File: src/rtl/ps2_host_tx.sv
// PS/2 host-to-device transmitter: inhibit, request-to-send, device-clocked
// serialisation of one command byte, then acknowledge check.
//
// Ports:
//   Fast_Clock, Reset       system clock, async active-high reset
//   Tx_Byte, Tx_Start       command byte and its one-cycle start strobe
//   KB_Clk_In, KB_Data_In   raw (asynchronous) PS/2 line levels
//   KB_Clk_OE, KB_Data_OE   1 = pull the line low, 0 = release it
//   Busy, Done              transfer in progress / one-cycle end pulse
//   Ack_Err, Timeout        sticky status, cleared by the next accepted start
module ps2_host_tx #(
  parameter int INHIBIT_CYCLES = 5000,
  parameter int REQ_CYCLES     = 50,
  parameter int TIMEOUT_CYCLES = 750000,
  parameter int FILTER_LEN     = 8
) (
  input  logic       Fast_Clock,
  input  logic       Reset,
  input  logic [7:0] Tx_Byte,
  input  logic       Tx_Start,
  input  logic       KB_Clk_In,
  input  logic       KB_Data_In,
  output logic       KB_Clk_OE,
  output logic       KB_Data_OE,
  output logic       Busy,
  output logic       Done,
  output logic       Ack_Err,
  output logic       Timeout
);

  localparam int FW  = $clog2(FILTER_LEN) + 1;
  localparam int INW = $clog2(INHIBIT_CYCLES) + 1;
  localparam int RQW = $clog2(REQ_CYCLES) + 1;
  localparam int TOW = $clog2(TIMEOUT_CYCLES) + 1;

  localparam logic [FW-1:0]  FILT_LAST = FW'(FILTER_LEN - 1);
  localparam logic [INW-1:0] INH_LAST  = INW'(INHIBIT_CYCLES - 1);
  localparam logic [RQW-1:0] REQ_LAST  = RQW'(REQ_CYCLES - 1);
  localparam logic [TOW-1:0] TO_LAST   = TOW'(TIMEOUT_CYCLES - 1);
  localparam logic [TOW-1:0] TO_MAX    = TOW'(TIMEOUT_CYCLES);

  typedef enum logic [2:0] {
    S_IDLE,
    S_INHIBIT,
    S_REQ,
    S_DATA,
    S_ACK,
    S_WAIT_IDLE,
    S_DONE
  } state_t;

  // ---------------- input conditioning ----------------
  logic [1:0]    clk_sync_q;
  logic [1:0]    data_sync_q;
  logic          clk_filt_q, clk_filt_d;
  logic          data_filt_q, data_filt_d;
  logic [FW-1:0] clk_fcnt_q, clk_fcnt_d;
  logic [FW-1:0] data_fcnt_q, data_fcnt_d;
  logic          clk_prev_q;
  logic          fall;

  always_ff @(posedge Fast_Clock or posedge Reset) begin
    if (Reset) begin
      clk_sync_q  <= 2'b11;
      data_sync_q <= 2'b11;
      clk_filt_q  <= 1'b1;
      data_filt_q <= 1'b1;
      clk_fcnt_q  <= '0;
      data_fcnt_q <= '0;
      clk_prev_q  <= 1'b1;
    end else begin
      clk_sync_q  <= {clk_sync_q[0], KB_Clk_In};
      data_sync_q <= {data_sync_q[0], KB_Data_In};
      clk_filt_q  <= clk_filt_d;
      data_filt_q <= data_filt_d;
      clk_fcnt_q  <= clk_fcnt_d;
      data_fcnt_q <= data_fcnt_d;
      clk_prev_q  <= clk_filt_q;
    end
  end

  // A new level is accepted only after FILTER_LEN consecutive
  // synchronized samples disagree with the current filtered level.
  always_comb begin
    clk_filt_d  = clk_filt_q;
    clk_fcnt_d  = '0;
    data_filt_d = data_filt_q;
    data_fcnt_d = '0;
    if (clk_sync_q[1] != clk_filt_q) begin
      if (clk_fcnt_q >= FILT_LAST) begin
        clk_filt_d = clk_sync_q[1];
      end else begin
        clk_fcnt_d = clk_fcnt_q + FW'(1);
      end
    end
    if (data_sync_q[1] != data_filt_q) begin
      if (data_fcnt_q >= FILT_LAST) begin
        data_filt_d = data_sync_q[1];
      end else begin
        data_fcnt_d = data_fcnt_q + FW'(1);
      end
    end
  end

  assign fall = clk_prev_q & ~clk_filt_q;

  // ---------------- transfer FSM ----------------
  state_t         state_q, state_d;
  logic [9:0]     frame_q, frame_d;
  logic [3:0]     bit_cnt_q, bit_cnt_d;
  logic [INW-1:0] inh_cnt_q, inh_cnt_d;
  logic [RQW-1:0] req_cnt_q, req_cnt_d;
  logic [TOW-1:0] to_cnt_q, to_cnt_d;
  logic           data_oe_q, data_oe_d;
  logic           ack_err_q, ack_err_d;
  logic           timeout_q, timeout_d;
  logic           to_run;
  logic           to_hit;

  always_ff @(posedge Fast_Clock or posedge Reset) begin
    if (Reset) begin
      state_q   <= S_IDLE;
      frame_q   <= '0;
      bit_cnt_q <= '0;
      inh_cnt_q <= '0;
      req_cnt_q <= '0;
      to_cnt_q  <= '0;
      data_oe_q <= 1'b0;
      ack_err_q <= 1'b0;
      timeout_q <= 1'b0;
    end else begin
      state_q   <= state_d;
      frame_q   <= frame_d;
      bit_cnt_q <= bit_cnt_d;
      inh_cnt_q <= inh_cnt_d;
      req_cnt_q <= req_cnt_d;
      to_cnt_q  <= to_cnt_d;
      data_oe_q <= data_oe_d;
      ack_err_q <= ack_err_d;
      timeout_q <= timeout_d;
    end
  end

  assign to_run = (state_q == S_DATA) |
                  (state_q == S_ACK) |
                  (state_q == S_WAIT_IDLE);
  assign to_hit = to_run & (to_cnt_q >= TO_LAST);

  always_comb begin
    state_d   = state_q;
    frame_d   = frame_q;
    bit_cnt_d = bit_cnt_q;
    inh_cnt_d = inh_cnt_q;
    req_cnt_d = req_cnt_q;
    to_cnt_d  = to_cnt_q;
    data_oe_d = data_oe_q;
    ack_err_d = ack_err_q;
    timeout_d = timeout_q;

    if (to_run) begin
      if (fall) begin
        to_cnt_d = '0;
      end else if (to_cnt_q < TO_MAX) begin
        to_cnt_d = to_cnt_q + TOW'(1);
      end
    end

    unique case (state_q)
      S_IDLE: begin
        data_oe_d = 1'b0;
        if (Tx_Start) begin
          frame_d   = {1'b1, ~^Tx_Byte, Tx_Byte};
          ack_err_d = 1'b0;
          timeout_d = 1'b0;
          inh_cnt_d = '0;
          state_d   = S_INHIBIT;
        end
      end
      S_INHIBIT: begin
        if (inh_cnt_q >= INH_LAST) begin
          // Start bit goes low together with entering REQ.
          req_cnt_d = '0;
          data_oe_d = 1'b1;
          state_d   = S_REQ;
        end else begin
          inh_cnt_d = inh_cnt_q + INW'(1);
        end
      end
      S_REQ: begin
        if (req_cnt_q >= REQ_LAST) begin
          bit_cnt_d = '0;
          to_cnt_d  = '0;
          state_d   = S_DATA;
        end else begin
          req_cnt_d = req_cnt_q + RQW'(1);
        end
      end
      S_DATA: begin
        if (to_hit) begin
          timeout_d = 1'b1;
          data_oe_d = 1'b0;
          state_d   = S_DONE;
        end else if (fall) begin
          data_oe_d = ~frame_q[0];
          frame_d   = {1'b0, frame_q[9:1]};
          bit_cnt_d = bit_cnt_q + 4'd1;
          if (bit_cnt_q == 4'd9) begin
            state_d = S_ACK;
          end
        end
      end
      S_ACK: begin
        if (to_hit) begin
          timeout_d = 1'b1;
          data_oe_d = 1'b0;
          state_d   = S_DONE;
        end else if (fall) begin
          ack_err_d = data_filt_q;
          state_d   = S_WAIT_IDLE;
        end
      end
      S_WAIT_IDLE: begin
        if (to_hit) begin
          timeout_d = 1'b1;
          data_oe_d = 1'b0;
          state_d   = S_DONE;
        end else if (clk_filt_q & data_filt_q) begin
          state_d = S_DONE;
        end
      end
      S_DONE: begin
        data_oe_d = 1'b0;
        state_d   = S_IDLE;
      end
      default: begin
        data_oe_d = 1'b0;
        state_d   = S_IDLE;
      end
    endcase
  end

  // Data drive is gated by state so that leaving DATA releases the
  // line regardless of the last bit presented.
  assign KB_Clk_OE  = (state_q == S_INHIBIT) | (state_q == S_REQ);
  assign KB_Data_OE = data_oe_q &
                      ((state_q == S_REQ) | (state_q == S_DATA));
  assign Busy       = (state_q != S_IDLE);
  assign Done       = (state_q == S_DONE);
  assign Ack_Err    = ack_err_q;
  assign Timeout    = timeout_q;

endmodule

File: config.mk
export PLATFORM = sky130hd
export DESIGN_NAME = ps2_host_tx
export DESIGN_NICKNAME = d
export VERILOG_FILES = /design/src/rtl/ps2_host_tx.sv
export SDC_FILE = /design/constraint.sdc
export NUM_CORES = 1
export LEC_CHECK = 0
export BUFFER_PORTS_ARGS = -buffer_cell sky130_fd_sc_hd__buf_4
export CORE_MARGIN = 3
export CORE_UTILIZATION = 30
export DETAILED_ROUTE_END_ITERATION = 8
export SYNTH_ARGS = -nofsm -noshare
export SYNTH_HDL_FRONTEND = slang
export SYNTH_SLANG_ARGS = --single-unit
File: constraint.sdc
create_clock -name Fast_Clock -period 2.49 [get_ports Fast_Clock]
set_input_delay 0.249 -clock Fast_Clock [delete_from_list [all_inputs] [get_ports Fast_Clock]]
set_output_delay 0.249 -clock Fast_Clock [all_outputs]
set_load 0.02 [all_outputs]
==> run metrics, run 1 <==
Metal-1 WL 3900 um; Pwr Density 997 nW/um^2; final setup violating endpoints 0; Worst Path Arrival 2.58 ns; synthesis-to-layout area growth 18.6%; crit share post-route 93.6%; # Max-Cap Violations 0; iteration count of the initial detailed-routing pass 4; Mapped Area 3950 um^2; Synth Area in XOR/XNOR 7.55%; gp weighted congestion 0.803; layout cell share with drive strength beyond 1 17.0%; Num CTS Buffers 9; min Tclk post-route 2.33 ns; Synth top area share 44.4%; vias 2,930; crit path launch to_cnt_q[15]; DIE WIDTH 121 um; via/cell ratio 4.82; post-route cell area 4680 um^2; grt total ovfl 0; Root Driver clkbuf_16; Distinct cells, synth 49; Synth Register Bits 77; Post-synth ARST share 100%; total routed wirelength 8020 um; clock sinks 77; vias in the first global route 2,988; Setup Skew 0.00850 ns; Initial Utilization 31.0%; Clock Latency Late Sink 0.33 ns; Synth Area in Adders 2.54%; CP required 2.74 ns; Core Area 12,700 um^2; synthesized instance count 399; first-pass GRT wire length 14,200 um; Residual DRC 0; sequential area share after synthesis 49.1%; cell leakage power 2.07 nW; CP Capture Type flip-flop; Min Hold Slack -0.00707 ns; Compound-Gate Fraction of Synth Area 10.8%; leading post-synthesis cells by cell area dfrtp_1 (44%), xor2_1 (4.9%), dfstp_2 (4.7%), nor2_1 (4.6%), nand2_1 (3.4%); worst r2r src to_cnt_q[15]; final hold viol count 6; crit-path max FO 6; placed instance area 4360 um^2; nets@finish 452; antenna-violating nets left 0; violated checks negative hold slack; Yosys Warn Count 0; hold buffer count at cts 0; cell count of the worst reg-to-reg path 6; Avg WL per Cell 13.2 um; register-to-register setup slack 0.16 ns; Fmax 429 MHz; Top Layer Used met4; Ant. Diodes 0; metal2 WL 3790 um; syn avg cell area 9.89 um^2; CTS tree built; post-synthesis mux area share 5.04%; Worst-path clk slew 0.06 ns; full die area 14,600 um^2; Hold WC Path Type in2async; largest family of logic cells by synthesized area simple AND/OR/NAND/NOR gates; Clock Tree Buf Depth 2; Fin Setup TNS 0 ns; all-layer global routing usage 11.9%; overall power 0.00467 W; # rows 41; Primary FF master, synth dfrtp_1; H-tree Lvls 3; PortBufs 18; pin count of the biggest net entering global routing 54; I/O pin cnt 19; post-synth top area cell dfrtp_1; drt first-iter violations 101; HPWL Detailed 5650 um; Post-synth EDFFs 0; WS Path Type reg2reg; Tightest Pin Transition 0.655 ns; routed wl met3 217 um; final-report max-slew violation count 0; worst r2r dst state_q[0]; Chip Height 121 um; initial antenna violation count 0; Mapped Nets 420; status complete, but fails checks; worst vdd ir 0.560 mV; Post-Synth Simple-Gate Area 22.7%; Startpoint Class flip-flop; termination of the worst setup path state_q[0]; relative slew slack 56.0%
==> worst min-delay path by stage <==
stage	depth (start not counted)	slack (ns)	startpoint	end
after global routing	1	0.02	KB_Data_In	data_sync_q[0]
final	2	-0.007	Reset	to_cnt_q[8]
after floorplan	0	0.25	KB_Clk_In	clk_sync_q[0]
after detailed placement	0	0.35	data_sync_q[0]	data_sync_q[1]
after CTS	2	0.008	Reset	to_cnt_q[8]
after global placement	0	0.35	data_sync_q[0]	data_sync_q[1]
==> repair_timing <==
item	CTS	global route
setup endpoints to repair	0	10
gates resized for setup	0	2
buffers inserted	0	2
==> cells in the mapped netlist (3+ instances only) <==
master	instances
a21oi_1	19
a31oi_1	4
and2_1	7
and3_1	10
and4_1	4
clkbuf_1	10
dfrtp_1	70
dfstp_2	7
ha_1	8
inv_1	11
mux2_2	7
mux2i_1	12
nand2_1	36
nand3_1	18
nand4_1	13
nor2_1	48
nor3_1	7
nor4_1	5
o211ai_1	3
o21ai_0	22
or3_1	8
xnor2_1	12
xor2_1	22
==> report_power, final <==
group          internal [W]  total (W)  switching [W]
sequential          0.00156    0.00183       0.000264
combinational      0.000697    0.00155       0.000853
clock              0.000801    0.00129       0.000492
==> state kept, by name (all words and copies together) (netlist names), 2 cells and up <==
register and count:
state_q 3, to_cnt_q 21, inh_cnt_q 14, req_cnt_q 7, bit_cnt_q 4, frame_q 10, clk_fcnt_q 4, clk_sync_q 2
data_fcnt_q 4, data_sync_q 2
==> area by class of cell <==
cell class / count / area, um^2
Clock buffer: 12 / 246
Inverter: 11 / 41.3
Timing Repair Buffer: 34 / 268
Fill cell: 1303 / 8040
Clock inverter: 4 / 47.5
Multi-Input combinational cell: 298 / 1930
Sequential cell: 77 / 1940
Tap cell: 172 / 215
==> per-stage QoR <==
stage          utilization [%]  instances  setup WS [ns]
6_report                  36.8        608          0.159
5_1_grt                   36.8        608       -0.00425
4_1_cts                   36.6        606          0.110
3_5_place_dp              34.3        590          0.116
3_3_place_gp              34.3        590          0.140
2_1_floorplan                -        399          0.239
==> per-layer routing <==
metal	vias up	global-route usage [%]
li1	1476	-
met1	1412	15.5
met2	35	19.9
met3	7	2.34
met4	0	4.04
met5	-	0
==> worst max-delay path, cell delays in order (launching register included) <==
cell       delay, ns
dfrtp_1         0.43
or4b_4          0.59
a2111oi_4       0.25
nor2_2          0.11
a2111oi_4       0.50
a21bo_1         0.26
mux2i_1         0.12
==> kinds of logic after synthesis <==
group                    after synthesis
flip-flops                            77
AND/OR/NAND/NOR                      174
adder cells (fa/ha/maj)                8
AO/OA/AOI/OAI                         63
XOR/XNOR                              34
multiplexers                          19
buffers and inverters                 24
==> cell usage in the layout (no fill, tap or decap), types with 7 or more instances in the layout <==
master and instances:
xor2_1 22, and2_1 7, xnor2_1 12, ha_1 8, nor3_1 7, dfrtp_1 70
clkbuf_16 9, nand2_1 36, and3_1 10, or3_1 8, dfstp_2 7, inv_1 10
a21oi_1 19, nor2_1 48, buf_4 33, mux2_2 7, nand3_1 18, nand4_1 13
mux2i_1 12, o21ai_0 21
Power figures use the tool's default switching activity.
==> run 2: changes to the inputs <==
Settings changed: CELL_PAD_IN_SITES_DETAIL_PLACEMENT from default to 2, CELL_PAD_IN_SITES_GLOBAL_PLACEMENT from default to 2, CTS_CLUSTER_SIZE from default to 8, PLACE_DENSITY_LB_ADDON from default to 0.1.
Clock period 2.49 ns to 2.15 ns, I/O delays scaled along.
==> run metrics, run 2 (synthesis results as in run 1) <==
status complete, but fails checks (unchanged); violated checks negative setup slack (was negative hold slack); CTS tree built (unchanged); register-to-register setup slack -0.08 ns (was 0.16 ns); Num CTS Buffers 9 (unchanged); pin count of the biggest net entering global routing 78 (was 54); layout cell share with drive strength beyond 1 32.0% (was 17.0%); Worst-path clk slew 0.06 ns (about the same); most frequent cells in the layout buf_4 (71), dfrtp_1 (70), nor2_1 (46), nand2_1 (36), xor2_1 (21) (was dfrtp_1 (70), nor2_1 (48), nand2_1 (36), buf_4 (33), xor2_1 (22)); DIE WIDTH 121 um (unchanged); GR peak layer met2 (unchanged); via/cell ratio 5.08 (was 4.82); Chip Height 121 um (unchanged); worst r2r src state_q[2] (was to_cnt_q[15]); worst r2r dst to_cnt_q[4] (was state_q[0]); fill cell total of the finished layout 1,402 (was 1,303); # rows 41 (unchanged); overall power 0.00601 W (was 0.00467 W); Initial Utilization 31.0% (unchanged); H-tree Lvls 3 (unchanged); antenna-violating nets left 0 (unchanged); Core Area 12,700 um^2 (unchanged); GR Util met2 27.7% (was 19.9%); most common cell after layout, fill and taps aside buf_4 (was dfrtp_1); min Tclk post-route 2.23 ns (was 2.33 ns); full die area 14,600 um^2 (unchanged); Ant. Diodes 0 (unchanged); PnR worst setup slack -0.0846 ns (was 0.159 ns); Fin Setup TNS -0.494 ns (was 0 ns); Clock Latency Late Sink 0.34 ns (was 0.33 ns); Largest Register to_cnt_q (unchanged); Pwr Density 1120 nW/um^2 (was 997 nW/um^2); final setup violating endpoints 12 (was 0); clock sinks 77 (unchanged); crit path launch state_q[2] (was to_cnt_q[15]); placed cell count 631 (was 590); Worst Path Arrival 2.51 ns (was 2.58 ns); termination of the worst setup path to_cnt_q[4] (was state_q[0]); Root Driver clkbuf_16 (unchanged); number of flip-flops in the largest register 21 (unchanged); Residual DRC 0 (unchanged); Startpoint Class flip-flop (unchanged); WS Path Type reg2reg (unchanged); total routed wirelength 11,800 um (was 8020 um); final hold viol count 0 (was 6); Setup Skew 0.00663 ns (was 0.00850 ns); drt first-iter violations 105 (was 101); relative slew slack 56.3% (was 56.0%); initial antenna violation count 0 (unchanged); first-pass GRT wire length 19,300 um (was 14,200 um); CP required 2.43 ns (was 2.74 ns); biggest registers after layout to_cnt_q x21, inh_cnt_q x14, frame_q x10 (unchanged); met1 usage 21.8% (was 15.5%); all-layer global routing usage 16.9% (was 11.9%); Hold WC Path Type in2async (unchanged); # Max-Cap Violations 0 (unchanged); Non-Filler Instances 657 (was 608); grt total ovfl 0 (unchanged); GR Util met3 4.63% (was 2.34%); crit-path max FO 11 (was 6); iteration count of the initial detailed-routing pass 4 (unchanged); Clock Tree Buf Depth 2 (unchanged); Avg WL per Cell 17.9 um (was 13.2 um); crit share post-route 104% (was 93.6%); RSZ-0062 raised after global routing true; nets@finish 501 (was 452); gp weighted congestion 0.757 (was 0.803); Fmax 448 MHz (was 429 MHz); worst vdd ir 0.615 mV (was 0.560 mV); cell count of the worst reg-to-reg path 8 (was 6); I/O pin cnt 19 (unchanged); cell leakage power 2.40 nW (was 2.07 nW); vias in the first global route 3,719 (was 2,988); HPWL Detailed 7860 um (was 5650 um); PortBufs 18 (unchanged); final-report max-slew violation count 0 (unchanged); Tightest Pin Transition 0.650 ns (was 0.655 ns); vias 3,337 (was 2,930); CP Capture Type flip-flop (unchanged); synthesis-to-layout area growth 36.5% (was 18.6%)
## run 2: cell types whose count changed in the layout (fill, tap and decap cells not counted), sizes merged
cell and change:
clkbuf +4, buf +46, dlygate4sd3 +2, clkinv -1, bufinv -1, inv -1
## run 2: area by class of cell
class	count	area [um^2]	share of cell area, %
clock inverter	1	5.00	0.0929
multi-input combinational	298	2190	40.6
sequential	77	1940	35.9
clock buffer	15	278	5.16
tap	172	215	4.00
inverter	11	45.0	0.836
timing repair buffer	83	718	13.3
## run 2: critical path: stages, from the launching register on
cell,delay [ns]
dfrtp_1,0.38
buf_4,0.18
and3b_2,0.30
o211ai_1,0.15
or4_4,0.49
clkbuf_16,0.17
buf_12,0.13
mux2_4,0.27
nor2_2,0.10
## run 2: how the worst min path moves through the flow
stage                     startpoint              to  slack (ns)  cells after the start
after floorplan            KB_Clk_In   clk_sync_q[0]        0.22                      0
after global placement    KB_Data_In  data_sync_q[0]        0.32                      1
after detailed placement  KB_Data_In  data_sync_q[0]        0.33                      1
after CTS                      Reset  data_fcnt_q[1]       0.008                      3
after global routing           Reset     to_cnt_q[3]        0.03                      3
final                          Reset     to_cnt_q[3]       0.001                      3
## run 2: timing repair
action | 4_1_cts | 5_1_grt
endpoints found under the hold margin | 2 | 0
gates resized for setup | 12 | 61
endpoints found under the setup margin | 26 | 43
hold buffers | 2 | 0
cloned | 0 | 1
pin swaps | 3 | 19
setup buffers | 1 | 7
## run 2: where the power goes
group,total [W],leakage (nW),internal [W],switching (W)
Clock,0.00147,0.140,0.000877,0.000592
Sequential,0.00208,1.01,0.00181,0.000274
Combinational,0.00245,1.25,0.00115,0.00130
Total,0.00601,2.40,0.00384,0.00217
## run 2: metal layers
layer	up-vias	wire length (um)
met3	13	271
met4	0	206
met5	-	0
met1	1715	5470
li1	1576	-
met2	33	5830
## run 2: per-stage QoR
| step | worst slack [ns] | utilization (%) | instance area, um^2 | hold slack (ns) |
|---|---|---|---|---|
| 2_1_floorplan | -0.0539 | - | 3960 | 0.219 |
| 3_3_place_gp | -0.0649 | 36.9 | 4700 | 0.325 |
| 3_5_place_dp | -0.104 | 36.9 | 4700 | 0.326 |
| 4_1_cts | -0.0398 | 39.8 | 5060 | 0.00766 |
| 5_1_grt | -0.198 | 42.3 | 5390 | 0.0277 |
| 6_report | -0.0846 | 42.3 | 5390 | 0.00124 |
